--- config.mk ---
export PLATFORM = sky130hd
export DESIGN_NAME = ins_issue_read_flat
export DESIGN_NICKNAME = d
export VERILOG_FILES = /design/src/rtl/ins_issue_read_if.sv /design/src/rtl/ins_issue_read.sv /design/src/flat_wrapper.sv
export SDC_FILE = /design/constraint.sdc
export NUM_CORES = 1
export LEC_CHECK = 0
export CAP_MARGIN = 15
export CORE_MARGIN = 2
export CORE_UTILIZATION = 50
export DETAILED_ROUTE_END_ITERATION = 8
export GPL_TIMING_DRIVEN = 1
export MAX_ROUTING_LAYER = met4
export PLACE_DENSITY = 0.78
export SYNTH_ARGS = -nofsm -noshare
export SYNTH_HDL_FRONTEND = slang
export SYNTH_SLANG_ARGS = --single-unit
--- constraint.sdc ---
create_clock -name clk -period 5.3 [get_ports clk]
set_input_delay 1.06 -clock clk [delete_from_list [all_inputs] [get_ports clk]]
set_output_delay 1.06 -clock clk [all_outputs]
set_load 0.02 [all_outputs]
--- src/rtl/ins_issue_read_if.sv ---
// ---------------------------------------------------------------------------
// ins_issue_read_if
//   Bundles the handshake and status signals of the instruction-queue
//   read/retire block. clk and rst_n stay plain ports on the module.
//
//   Producer -> queue : flush, alloc_1_vld, alloc_2_vld, entry_ready[15:0],
//                       issue_ready
//   Queue -> consumer : issue_1_vld/issue_1_addr, issue_2_vld/issue_2_addr,
//                       head_ptr, tail_ptr, count[4:0], full, empty, overflow
//
//   modport slave  : the queue block itself
//   modport master : whatever drives allocations / accepts issues
// ---------------------------------------------------------------------------
`timescale 1ns/1ps
interface ins_issue_read_if;
  logic        flush;
  logic        alloc_1_vld;
  logic        alloc_2_vld;
  logic [15:0] entry_ready;
  logic        issue_ready;

  logic        issue_1_vld;
  logic [3:0]  issue_1_addr;
  logic        issue_2_vld;
  logic [3:0]  issue_2_addr;
  logic [3:0]  head_ptr;
  logic [3:0]  tail_ptr;
  logic [4:0]  count;
  logic        full;
  logic        empty;
  logic        overflow;

  modport master (
    output flush, alloc_1_vld, alloc_2_vld, entry_ready, issue_ready,
    input  issue_1_vld, issue_1_addr, issue_2_vld, issue_2_addr,
    input  head_ptr, tail_ptr, count, full, empty, overflow
  );

  modport slave (
    input  flush, alloc_1_vld, alloc_2_vld, entry_ready, issue_ready,
    output issue_1_vld, issue_1_addr, issue_2_vld, issue_2_addr,
    output head_ptr, tail_ptr, count, full, empty, overflow
  );
endinterface

--- src/rtl/ins_issue_read.sv ---
// ---------------------------------------------------------------------------
// ins_issue_read
//   Read/retire end of a 16-entry circular instruction queue. Tracks the
//   head (oldest occupied), tail (next free) and occupancy, and presents up
//   to two of the oldest ready entries per cycle, strictly in age order.
//
// Ports
//   clk    : single clock, all state on the rising edge
//   rst_n  : asynchronous active-low reset
//   bus    : ins_issue_read_if.slave
//     flush            synchronous clear of pointers, count and issue slots
//     alloc_1_vld      one entry written at tail this cycle
//     alloc_2_vld      second entry at tail+1 (ignored without alloc_1_vld)
//     entry_ready      per-address ready-to-issue bits
//     issue_ready      consumer takes both output slots this cycle
//     issue_N_vld/addr output slots (addr is 15 when the slot is invalid)
//     head_ptr/tail_ptr, count (0..16), full, empty
//     overflow         sticky: an allocation was dropped for lack of space
//
// Behaviour notes
//   - Entries sitting in the output slots remain counted until they retire;
//     a retire removes every held entry at once (both slots go together).
//   - The allocation space check uses the count from before this cycle, so
//     a retire in the same cycle does not make room for a new allocation.
//   - Slots reload whenever they are empty or being retired. The first
//     candidate is the first entry not already held; only entries counted
//     before this cycle are candidates, so fresh allocations wait a cycle.
// ---------------------------------------------------------------------------
`timescale 1ns/1ps
module ins_issue_read (
  input  logic            clk,
  input  logic            rst_n,
  ins_issue_read_if.slave bus
);

  localparam logic [3:0] ADDR_NONE = 4'd15;
  localparam logic [5:0] DEPTH     = 6'd16;

  // ---------------------------------------------------------------- state
  logic [3:0] head_reg,       head_next;
  logic [3:0] tail_reg,       tail_next;
  logic [4:0] count_reg,      count_next;
  logic       slot1_vld_reg,  slot1_vld_next;
  logic [3:0] slot1_addr_reg, slot1_addr_next;
  logic       slot2_vld_reg,  slot2_vld_next;
  logic [3:0] slot2_addr_reg, slot2_addr_next;
  logic       overflow_reg,   overflow_next;

  // --------------------------------------------------------- datapath nets
  logic [1:0] n_alloc;
  logic [5:0] alloc_total;
  logic       alloc_ok;
  logic [4:0] alloc_inc;
  logic [1:0] held;
  logic       retire;
  logic [1:0] n_retire;
  logic       load;
  logic [3:0] base;
  logic [4:0] avail;
  logic [3:0] cand_addr  [2];
  logic [1:0] cand_ready;
  logic       slot1_load;
  logic       slot2_load;

  // alloc_2_vld on its own carries no entry.
  assign n_alloc = bus.alloc_1_vld ? (bus.alloc_2_vld ? 2'd2 : 2'd1) : 2'd0;

  // Space check against the pre-cycle count; a zero-size request always fits.
  assign alloc_total = {1'b0, count_reg} + {4'b0000, n_alloc};
  assign alloc_ok    = (alloc_total <= DEPTH);
  assign alloc_inc   = alloc_ok ? {3'b000, n_alloc} : 5'd0;

  assign held     = {1'b0, slot1_vld_reg} + {1'b0, slot2_vld_reg};
  assign retire   = slot1_vld_reg & bus.issue_ready;
  assign n_retire = retire ? held : 2'd0;
  assign load     = (held == 2'd0) | retire;

  // First entry not currently held. After a retire the new head equals this
  // same address, so one expression covers both the idle and retire cases.
  assign base  = head_reg + {2'b00, held};
  assign avail = count_reg - {3'b000, held};

  // Two consecutive candidate addresses starting at base, wrapping mod 16.
  for (genvar gi = 0; gi < 2; gi++) begin : g_cand
    assign cand_addr[gi]  = base + 4'(gi);
    assign cand_ready[gi] = bus.entry_ready[cand_addr[gi]];
  end

  // In-order selection: slot 2 only ever follows a valid slot 1.
  assign slot1_load = (avail >= 5'd1) & cand_ready[0];
  assign slot2_load = slot1_load & (avail >= 5'd2) & cand_ready[1];

  // ------------------------------------------------------ next-state logic
  always_comb begin
    head_next       = head_reg;
    tail_next       = tail_reg;
    count_next      = count_reg;
    slot1_vld_next  = slot1_vld_reg;
    slot1_addr_next = slot1_addr_reg;
    slot2_vld_next  = slot2_vld_reg;
    slot2_addr_next = slot2_addr_reg;
    overflow_next   = overflow_reg;

    if (bus.flush) begin
      // Flush wins over allocation and retirement; overflow is left alone.
      head_next       = 4'd0;
      tail_next       = 4'd0;
      count_next      = 5'd0;
      slot1_vld_next  = 1'b0;
      slot1_addr_next = ADDR_NONE;
      slot2_vld_next  = 1'b0;
      slot2_addr_next = ADDR_NONE;
    end else begin
      head_next = head_reg + {2'b00, n_retire};

      if (alloc_ok) begin
        tail_next = tail_reg + {2'b00, n_alloc};
      end else begin
        // Whole request dropped; remember it until reset.
        overflow_next = 1'b1;
      end

      count_next = count_reg + alloc_inc - {3'b000, n_retire};

      if (load) begin
        slot1_vld_next  = slot1_load;
        slot1_addr_next = slot1_load ? cand_addr[0] : ADDR_NONE;
        slot2_vld_next  = slot2_load;
        slot2_addr_next = slot2_load ? cand_addr[1] : ADDR_NONE;
      end
    end
  end

  // ------------------------------------------------------- state register
  always_ff @(posedge clk or negedge rst_n) begin
    if (!rst_n) begin
      head_reg       <= 4'd0;
      tail_reg       <= 4'd0;
      count_reg      <= 5'd0;
      slot1_vld_reg  <= 1'b0;
      slot1_addr_reg <= ADDR_NONE;
      slot2_vld_reg  <= 1'b0;
      slot2_addr_reg <= ADDR_NONE;
      overflow_reg   <= 1'b0;
    end else begin
      head_reg       <= head_next;
      tail_reg       <= tail_next;
      count_reg      <= count_next;
      slot1_vld_reg  <= slot1_vld_next;
      slot1_addr_reg <= slot1_addr_next;
      slot2_vld_reg  <= slot2_vld_next;
      slot2_addr_reg <= slot2_addr_next;
      overflow_reg   <= overflow_next;
    end
  end

  // --------------------------------------------------------------- outputs
  assign bus.issue_1_vld  = slot1_vld_reg;
  assign bus.issue_1_addr = slot1_addr_reg;
  assign bus.issue_2_vld  = slot2_vld_reg;
  assign bus.issue_2_addr = slot2_addr_reg;
  assign bus.head_ptr     = head_reg;
  assign bus.tail_ptr     = tail_reg;
  assign bus.count        = count_reg;
  assign bus.full         = (count_reg == 5'd16);
  assign bus.empty        = (count_reg == 5'd0);
  assign bus.overflow     = overflow_reg;

endmodule

--- src/flat_wrapper.sv ---
// flat-port wrapper written by rule: the top's interface ports become plain ports
module ins_issue_read_flat 
  (clk, rst_n, bus_flush, bus_alloc_1_vld, bus_alloc_2_vld, bus_entry_ready, bus_issue_ready, bus_issue_1_vld, bus_issue_1_addr, bus_issue_2_vld, bus_issue_2_addr, bus_head_ptr, bus_tail_ptr, bus_count, bus_full, bus_empty, bus_overflow);
  ins_issue_read_if bus_i ();
  input  logic clk;
  input  logic rst_n;
  input wire logic [$bits(bus_i.flush)-1:0] bus_flush;
  input wire logic [$bits(bus_i.alloc_1_vld)-1:0] bus_alloc_1_vld;
  input wire logic [$bits(bus_i.alloc_2_vld)-1:0] bus_alloc_2_vld;
  input wire logic [$bits(bus_i.entry_ready)-1:0] bus_entry_ready;
  input wire logic [$bits(bus_i.issue_ready)-1:0] bus_issue_ready;
  output wire logic [$bits(bus_i.issue_1_vld)-1:0] bus_issue_1_vld;
  output wire logic [$bits(bus_i.issue_1_addr)-1:0] bus_issue_1_addr;
  output wire logic [$bits(bus_i.issue_2_vld)-1:0] bus_issue_2_vld;
  output wire logic [$bits(bus_i.issue_2_addr)-1:0] bus_issue_2_addr;
  output wire logic [$bits(bus_i.head_ptr)-1:0] bus_head_ptr;
  output wire logic [$bits(bus_i.tail_ptr)-1:0] bus_tail_ptr;
  output wire logic [$bits(bus_i.count)-1:0] bus_count;
  output wire logic [$bits(bus_i.full)-1:0] bus_full;
  output wire logic [$bits(bus_i.empty)-1:0] bus_empty;
  output wire logic [$bits(bus_i.overflow)-1:0] bus_overflow;
  assign bus_i.flush = bus_flush;
  assign bus_i.alloc_1_vld = bus_alloc_1_vld;
  assign bus_i.alloc_2_vld = bus_alloc_2_vld;
  assign bus_i.entry_ready = bus_entry_ready;
  assign bus_i.issue_ready = bus_issue_ready;
  assign bus_issue_1_vld = bus_i.issue_1_vld;
  assign bus_issue_1_addr = bus_i.issue_1_addr;
  assign bus_issue_2_vld = bus_i.issue_2_vld;
  assign bus_issue_2_addr = bus_i.issue_2_addr;
  assign bus_head_ptr = bus_i.head_ptr;
  assign bus_tail_ptr = bus_i.tail_ptr;
  assign bus_count = bus_i.count;
  assign bus_full = bus_i.full;
  assign bus_empty = bus_i.empty;
  assign bus_overflow = bus_i.overflow;
  ins_issue_read u_core (.clk(clk), .rst_n(rst_n), .bus(bus_i));
endmodule
---- After elaboration in Yosys (flattened, before gate mapping) ----
Cells that the tools add are included.
cells by class
  $add $sub $neg .......................... 9
  magnitude comparators ................... 5
  equal/unequal tests ..................... 1
  mux-type cells .......................... 22
  bitwise gates (word level) .............. 7
  reductions and logical operators ........ 5
operator list
  kind                   number
  $mux W4                9
  $add A4 B2 Y4          3
  $lt A4 B5 Y1 const B   2
  $sub A5 B2 Y5          2
  $bmux W1 S4            2
  $mux W2                4
  $add A5 B2 Y6          1
  $le A6 B5 Y1 const B   1
  $mux W1                6
  $add A5 B5 Y5          1
  $eq A5 B5 Y1 const B   1
  $ge A5 B1 Y1 const B   1
  $ge A5 B2 Y1 const B   1
  $logic_not A5 Y1       1
  $mux W5                1
  $add A4 B1 Y4 const B  1
  $and A1 B1 Y1          4
  $reduce_bool A2 Y1     2
  $add A1 B1 Y2          1
  $logic_not A2 Y1       1
  $not A1 Y1             2
  $reduce_and A2 Y1      1
  $or A1 B1 Y1           1
storage, ports and cells
  register bits after elaboration ......... 24
  input bits .............................. 22
  output and inout bits ................... 26
  word-level logic and storage cells ...... 57

---- Depth between registers and ports, before layout ----
Gate-level depths: netlist (run 1).
  depth after elaboration ................. 10
  mapped depth ............................ 17
  mapped depth without buffers ............ 16

---- Worst setup path before layout (run 1) ----
No wires, ideal clock.
  kind .................................... input-to-reg
  from .................................... input port bus_alloc_2_vld
  to ...................................... register u_core.count_reg[4] (netlist: u_core.bus.count[4])
  arrival time ............................ 4.563 ns
  required time ........................... 5.168 ns
  setup slack ............................. 0.605 ns
  stages .................................. 17
  cell sequence ........................... and2_1 > clkbuf_1 > xnor2_1 > ha_1 > or4_1 > and3_1 > a311o_1 > nor3_1 > nand2_1 > fa_1 > inv_1 > fa_1 > a21oi_1 > nor2_1 > nor2_1 > xnor2_1 > nor2_1
between the ends
  cells in the longest elaborated chain, start to end .. 8
ends and longest elaborated chain
  what                       RTL line               source
  start, declared            flat_wrapper.sv:9      input wire logic [$bits(bus_i.alloc_2_vld)-1:0] bus_alloc_2_vld;
  $mux W2 (*) (2 in series)  ins_issue_read.sv:66   assign n_alloc = bus.alloc_1_vld ? (bus.alloc_2_vld ? 2'd2 : 2'd1) : 2'd0;
  $add A5 B2 Y6              ins_issue_read.sv:69   assign alloc_total = {1'b0, count_reg} + {4'b0000, n_alloc};
  $le A6 B5 Y1               ins_issue_read.sv:70   assign alloc_ok = (alloc_total <= DEPTH);
  $mux W2 (*)                ins_issue_read.sv:71   assign alloc_inc = alloc_ok ? {3'b000, n_alloc} : 5'd0;
  $add A5 B5 Y5 (*)          ins_issue_read.sv:123  count_next = count_reg + alloc_inc - {3'b000, n_retire};
  $sub A5 B2 Y5 (*)          ins_issue_read.sv:123
  $mux W5 (*)                ins_issue_read.sv:104  if (bus.flush) begin
  net u_core.count_next[4]   ins_issue_read.sv:42   logic [4:0] count_reg, count_next;
  end signal, assigned       ins_issue_read.sv:148  count_reg <= count_next;
  end, declared              ins_issue_read.sv:42
Mark *: on every way through the listed nets, which the timed path passes. The rest lies on a longest branch.
A chain may end at the register's enable or synchronous reset.

---- Worst setup path after layout (run 1) ----
  from .................................... input port bus_alloc_1_vld
  to ...................................... register u_core.count_reg[4] (netlist: u_core.bus.count[4])
between the ends
  cells in the longest elaborated chain, start to end .. 7
ends and longest elaborated chain
  what                      RTL line               source
  start, declared           flat_wrapper.sv:8      input wire logic [$bits(bus_i.alloc_1_vld)-1:0] bus_alloc_1_vld;
  $mux W2 (*)               ins_issue_read.sv:66
  $add A5 B2 Y6             ins_issue_read.sv:69
  $le A6 B5 Y1              ins_issue_read.sv:70
  $mux W2 (*)               ins_issue_read.sv:71
  $add A5 B5 Y5 (*)         ins_issue_read.sv:123
  $sub A5 B2 Y5 (*)         ins_issue_read.sv:123
  $mux W5 (*)               ins_issue_read.sv:104
  net u_core.count_next[4]  ins_issue_read.sv:42
Marks and branches as above.

==> impl_metrics.toml, run 1 <==
[timing]
hold_violations = 0
post-route-min-period_ns = 5.089
tightest_slew_ns = 0.6719
slew_viol_final = 0
finalClockSkew_ns = 0.003625
holdWs_ns = 0.4975
clock.fmax_mhz = 196.5
setup_viol = 0
period_share = 0.9603
slew_headroom = 0.5506

[flow_run]
maxCapViolCount = 0

[logic_synthesis]
synth.most_common_cell = "ha_1"
ys_types = 49
synth_cells = 187
synthArstFlopShare = 1.000
syn_avg_cell_area_um2 = 10.59
yosys-top-cells-area = "dfrtp_1 20%, ha_1 13%, dfstp_2 11%"
ys_seq_area_frac = 0.3083
syn_area_mm2 = 0.001981
synthTopCellsByCount = "20 x ha_1, 16 x dfrtp_1, 16 x inv_1"
synth_seq_cells = 24
yosysTopAreaCellShare = 0.2021
synth_top_area_cell = "dfrtp_1"
ys.flop_type = "dfrtp_1"
yosys_warnings = 0
synth_enable_flop_cells = 0
synth_nets = 234

[grt]
busiest_layer = "met2"
use_met1 = 0.3174
grt_pass1_wl_um = 7707
met2_usage = 0.3750
grt.met3_usage = 0.02872
antenna_found_initial = 0
grt_pass1_vias = 1655
grt_overflow_total = 0
grt_max_degree = 25
track_usage = 0.2335

[clock_network]
postCtsSetupBuffers = 0
ctsRootBufferMaster = "clkbuf_8"
clock_sinks = 24
path_clk_slew_ns = 0.09
cts_buffers = 3
cts_max_path_buffers = 2
cts_tree = "done"
cts_max_level = 1
worst_skew_pair.late_latency_ns = 0.27

[pwr]
power_density_mw_per_mm2 = 458.6
power_frac_seq = 0.256
p_comb_frac = 0.637
swShare = 0.4171
vdd_ir_drop_max_v = 0.0002715
p_clk_frac = 0.107
leakage_nw = 1.103
p_switching_mw = 0.4914
internal_power_mw = 0.6866

[hold_path]
hp-start = "u_core.bus.overflow"
min_path_type = "reg2reg"

[critical_path]
arrival_ns = 5.23
endpoint_kind = "flop"
worstSetupEndpoint = "u_core.bus.count[4]"
r2r-end = "u_core.bus.count[4]"
r2r_start = "u_core.bus.count[1]"
reg2reg_slack_ns = 1.05
reg2reg_depth = 16
critPathRequiredTime_ns = 5.44
path_max_fanout = 4
criticalPathCategory = "in2reg"
start_kind = "input port"
cp-startpoint = "bus_alloc_1_vld"

[placement]
port_buffers = 47
placed_area_mm2 = 0.002506
place_congestion = 0.8892
hpwl_um = 3580

[floorplanning]
io_pins = 48
die-area_mm2 = 0.004481
initial_core_util = 0.5291
die_w_um = 66.94
core_area_mm2 = 0.003744
rows = 22
fp.dieH_um = 66.94

[cells_and_area]
fillers = 298
largest_reg_flops = 5
register_area_um2 = 610.6
multiInputGateArea_mm2 = 0.001282
drive_gt1_frac = 0.1191
n_antenna_cell = 0
final_nets = 283
final_area_mm2 = 0.002569
syn_to_final_growth_pct = 29.69

[routing]
viasPerCell = 5.894
antenna_left = 0
vias = 1668
drt_pre_antenna_iters = 4
drt-initial-drc-count = 109
drc = 0
drt-total-wl_um = 4629
wl_per_cell_um = 16.36

[status]
outcome = "finished clean"
layout make-up:
| type | instances | share of cell area |
|---|---|---|
| Inverter | 16 | 0.02338 |
| Clock buffer | 4 | 0.02143 |
| Timing Repair Buffer | 51 | 0.1948 |
| Multi-Input combinational cell | 140 | 0.4993 |
| Tap cell | 48 | 0.02338 |
| Sequential cell | 24 | 0.2377 |
cells in the final DEF (no fill, tap or decap), drive strengths merged, types with 5 or more instances in the layout:
master / count
a21oi: 8
clkdlybuf4s50: 47
dfrtp: 16
dfstp: 8
fa: 5
ha: 20
inv: 16
mux4: 9
nor2: 13
nor2b: 9
xnor2: 8
metal layers:
metal	wire length, µm	vias to the layer above
li1	-	793
met1	2073	818
met2	2312	52
met3	203	5
met4	40	0
met5	0	-
worst max-delay path: stages:
cell,delay [ns]
clkdlybuf4s50_1,0.53
nor2b_2,0.23
ha_1,0.22
ha_1,0.25
or4_1,0.47
and3_1,0.22
a311o_1,0.31
nor3_2,0.23
nand2_1,0.13
fa_1,0.52
inv_1,0.07
fa_1,0.45
a21oi_1,0.16
nor2_1,0.05
nor2_1,0.13
xnor2_1,0.13
nor2_1,0.05
cell families (layout without fill, tap and decap cells):
family	Yosys count	count (layout)	share of synthesized area
XOR/XNOR	10	10	0.04422
adder cells (fa/ha/maj)	26	26	0.1819
flip-flops	24	24	0.3083
AND/OR/NAND/NOR	54	54	0.1541
buffers and inverters	23	71	0.04801
multiplexers	14	14	0.1295
AO/OA/AOI/OAI	36	36	0.1339
per-stage QoR:
stage	setup slack [ns]	std cells	utilization	TNS, ns	power (mW)
6_report	0.2106	283	0.6862	0	1.178
5_1_grt	-0.006973	283	0.6862	-0.006973	1.275
4_1_cts	0.2275	283	0.6842	0	1.178
3_5_place_dp	-0.05333	279	0.6695	-0.05333	1.048
3_3_place_gp	0.1191	279	0.6695	0	1.035
2_1_floorplan	0.6050	187	-	0	0.8174
worst min-delay path by stage:
stage / end / cells after the start
after global routing: u_core.bus.overflow / 1
after detailed placement: u_core.bus.overflow / 1
final: u_core.bus.overflow / 1
after CTS: u_core.bus.overflow / 1
after floorplan: u_core.bus.issue_2_addr[2] / 1
after global placement: u_core.bus.overflow / 1
power by group through the flow:
stage	Clock (mW)	Combinational, mW	Sequential (mW)
detailed placement	0	0.744	0.304
floorplan	0	0.479	0.339
finish	0.126	0.751	0.301
global placement	0	0.733	0.301
global route	0.137	0.828	0.310
CTS	0.130	0.748	0.300
repair_timing:
item                                    CTS  global route
endpoints found under the setup margin    0             1
gates resized for setup                   0             2
hold buffers                              0             0
(Power assumes the default switching activity.)
==> inputs of run 2 (changes only) <==
--- a/config.mk
+++ b/config.mk
@@ -5,9 +5,11 @@
 export SDC_FILE = /design/constraint.sdc
 export NUM_CORES = 1
 export LEC_CHECK = 0
+export ABC_AREA = 0
 export CAP_MARGIN = 15
 export CORE_MARGIN = 2
 export CORE_UTILIZATION = 50
+export CTS_CLUSTER_SIZE = 30
 export DETAILED_ROUTE_END_ITERATION = 8
 export GPL_TIMING_DRIVEN = 1
 export MAX_ROUTING_LAYER = met4
@@ -15,3 +17,4 @@
 export SYNTH_ARGS = -nofsm -noshare
 export SYNTH_HDL_FRONTEND = slang
 export SYNTH_SLANG_ARGS = --single-unit
+export TNS_END_PERCENT = 1
==> results of run 2 <==
Final layout, timing and power as in run 1 (identical DEF).
==> inputs of run 3 (changes only) <==
--- a/config.mk
+++ b/config.mk
@@ -5,16 +5,17 @@
 export SDC_FILE = /design/constraint.sdc
 export NUM_CORES = 1
 export LEC_CHECK = 0
-export ABC_AREA = 0
+export ABC_AREA = 1
 export CAP_MARGIN = 15
 export CORE_MARGIN = 2
-export CORE_UTILIZATION = 50
+export CORE_UTILIZATION = 52
+export CTS_BUF_LIST = sky130_fd_sc_hd__clkbuf_4
 export CTS_CLUSTER_SIZE = 30
 export DETAILED_ROUTE_END_ITERATION = 8
 export GPL_TIMING_DRIVEN = 1
 export MAX_ROUTING_LAYER = met4
-export PLACE_DENSITY = 0.78
+export PLACE_DENSITY = 0.79
 export SYNTH_ARGS = -nofsm -noshare
 export SYNTH_HDL_FRONTEND = slang
 export SYNTH_SLANG_ARGS = --single-unit
-export TNS_END_PERCENT = 1
+export TNS_END_PERCENT = 30
==> impl_metrics.toml, run 3 <==
[status]
outcome = "finished clean"

[timing]
hold_violations = 0
finalSetupTns_ns = 0
rsz0062_at_grt = "false"
setup_viol = 0
holdWs_ns = 0.5015
clock.fmax_mhz = 245.8
tightest_slew_ns = 0.6459
period_share = 0.7677
post-route-min-period_ns = 4.069
finalClockSkew_ns = 0.007951
slew_viol_final = 0
slew_headroom = 0.5694

[logic_synthesis]
yosys-top-cells-area = "dfrtp_1 19%, nand2_1 17%, ha_1 12%"
synth_seq_cells = 24
synthArstFlopShare = 1.000
synthTopCellsByCount = "94 x nand2_1, 48 x inv_1, 42 x nand3_1"
ys_seq_area_frac = 0.2881
ys_types = 27
syn_area_mm2 = 0.002120
synth.most_common_cell = "nand2_1"
ys.flop_type = "dfrtp_1"
syn_avg_cell_area_um2 = 6.927
yosys_warnings = 0
synth_cells = 306
yosysTopAreaCellShare = 0.1889
synth_top_area_cell = "dfrtp_1"
synth_enable_flop_cells = 0
synth_nets = 353

[routing]
drc = 0
drt-initial-drc-count = 72
vias = 2010
antenna_left = 0
viasPerCell = 5.000
drt_pre_antenna_iters = 4
wl_per_cell_um = 12.20
drt-total-wl_um = 4905

[grt]
grt_pass1_vias = 1823
grt_max_degree = 25
grt_overflow_total = 0
antenna_found_initial = 0
track_usage = 0.2296
grt_pass1_wl_um = 7866

[critical_path]
r2r-end = "u_core.bus.count[4]"
reg2reg_slack_ns = 1.99
r2r_start = "u_core.bus.count[1]"
path_depth = 21
crit_buf_inv = 5
path_common_cell = "nand2_1"
cp_top_family = "adder cells"
criticalPathCategory = "in2reg"
reg2reg_depth = 19
path_max_fanout = 4
crit_path_top_delay_cell = "fa_1"
critPathRequiredTime_ns = 5.56
crit_chain = "clkdlybuf4s50_1 > nand2_1 > inv_2 > nand2_2 > nand2_1 > inv_1 > ha_1 > nor2_1 > nand2_1 > inv_1 > nand4_1 > nand2_2 > nand3_1 > fa_1 > inv_1 > fa_1 > nand2_1 > a21oi_1 > nor2_1 > o21ai_0 > a21oi_1"
slowest_delay_ns = 0.51
start_kind = "input port"
arrival_ns = 4.33
endpoint_kind = "flop"

[pwr]
power_density_mw_per_mm2 = 446.3
leakage_nw = 1.385
vdd_ir_drop_max_v = 0.0002556

[placement]
port_buffers = 47
hpwl_um = 3880
place_congestion = 0.8824

[clock_network]
cts_max_level = 1
ctsRootBufferMaster = "clkbuf_4"
path_clk_slew_ns = 0.14
ctsResizeCount = 0
clock_sinks = 24
cts_tree = "done"
postCtsSetupBuffers = 0
worst_skew_pair.late_latency_ns = 0.32
cts-hold-fix-buffers = 0
cts_max_path_buffers = 2
cts_buffers = 3

[cells_and_area]
drive_gt1_frac = 0.07102
largest_reg_flops = 5
syn_to_final_growth_pct = 26.27
final_nets = 400
layout_common_cells = "94 x nand2_1, 48 x inv_1, 47 x clkdlybuf4s50_1, 42 x nand3_1, 25 x nor2_1"
final_common_cell = "nand2_1"
n_antenna_cell = 0

[floorplanning]
die_w_um = 67.85
core_area_mm2 = 0.003971
fp.dieH_um = 67.85
die-area_mm2 = 0.004603
rows = 23
io_pins = 48
initial_core_util = 0.5337

[hold_path]
hold_end = "u_core.bus.overflow"
min_path_type = "reg2reg"
hp-start = "u_core.bus.overflow"
hold_depth = 2

[flow_run]
maxCapViolCount = 0
## run 3: cell count changes in the layout (fill, tap and decap cells not counted), moves of 5 or more
cell and change:
mux4_2 -9, nor2b_1 -8, nor2_1 +12, xnor2_1 -6, nand2_1 +91, nand2_2 +5
nand3_1 +39, inv_1 +32
## run 3: where the power goes
group	internal, mW	total, mW	switching, mW
sequential	0.236	0.285	0.0482
combinational	0.307	0.774	0.467
clock	0.0765	0.136	0.0591
## run 3: final cells by class
type | count | area (µm²)
clock inverter | 1 | 30.03
sequential | 24 | 610.6
multi-input combinational | 226 | 1265
fill | 380 | 1295
inverter | 50 | 187.7
clock buffer | 3 | 22.52
timing repair buffer | 48 | 498.0
tap | 50 | 62.56
## run 3: cell families (layout without fill, tap and decap cells)
logic type	count (synthesis)	after routing	synth area share
AO/OA/AOI/OAI	21	21	0.05254
XOR/XNOR	4	4	0.01653
adder cells (fa/ha/maj)	25	25	0.1653
buffers and inverters	56	102	0.1151
flip-flops	24	24	0.2881
AND/OR/NAND/NOR	176	176	0.3625
## run 3: worst max path at each step
stage	startpoint	endpoint
3_5_place_dp	bus_alloc_2_vld	u_core.bus.count[4]
6_report	bus_alloc_2_vld	u_core.bus.count[4]
4_1_cts	bus_alloc_2_vld	u_core.bus.count[4]
2_1_floorplan	bus_alloc_2_vld	u_core.bus.count[4]
5_1_grt	bus_alloc_2_vld	u_core.bus.count[4]
3_3_place_gp	bus_alloc_2_vld	u_core.bus.count[4]
## run 3: worst reg2reg max path, cell delays in order (launching register included)
cell,delay (ns)
dfrtp_1,0.49
inv_1,0.20
nand2_1,0.08
nand2_1,0.06
inv_1,0.04
ha_1,0.28
nor2_1,0.11
nand2_1,0.07
inv_1,0.05
nand4_1,0.09
nand2_2,0.13
nand3_1,0.11
fa_1,0.51
inv_1,0.07
fa_1,0.46
nand2_1,0.10
a21oi_1,0.07
nor2_1,0.12
o21ai_0,0.08
a21oi_1,0.15
## run 3: through the flow
step | setup WS, ns | cells | util | area, µm² | total power [mW]
after floorplan | 1.694 | 306 | - | 2120 | 0.8440
after global placement | 1.080 | 397 | 0.6537 | 2596 | 1.037
after detailed placement | 0.9125 | 397 | 0.6537 | 2596 | 1.058
after CTS | 1.269 | 401 | 0.6670 | 2649 | 1.198
after global routing | 0.9310 | 402 | 0.6739 | 2676 | 1.311
final | 1.231 | 402 | 0.6739 | 2676 | 1.194
## run 3: metal layers
metal / wire, µm / track usage
met3: 183 / 0.03125
met1: 2317 / 0.2924
met5: 0 / -
met4: 22 / 0.03500
met2: 2382 / 0.3983
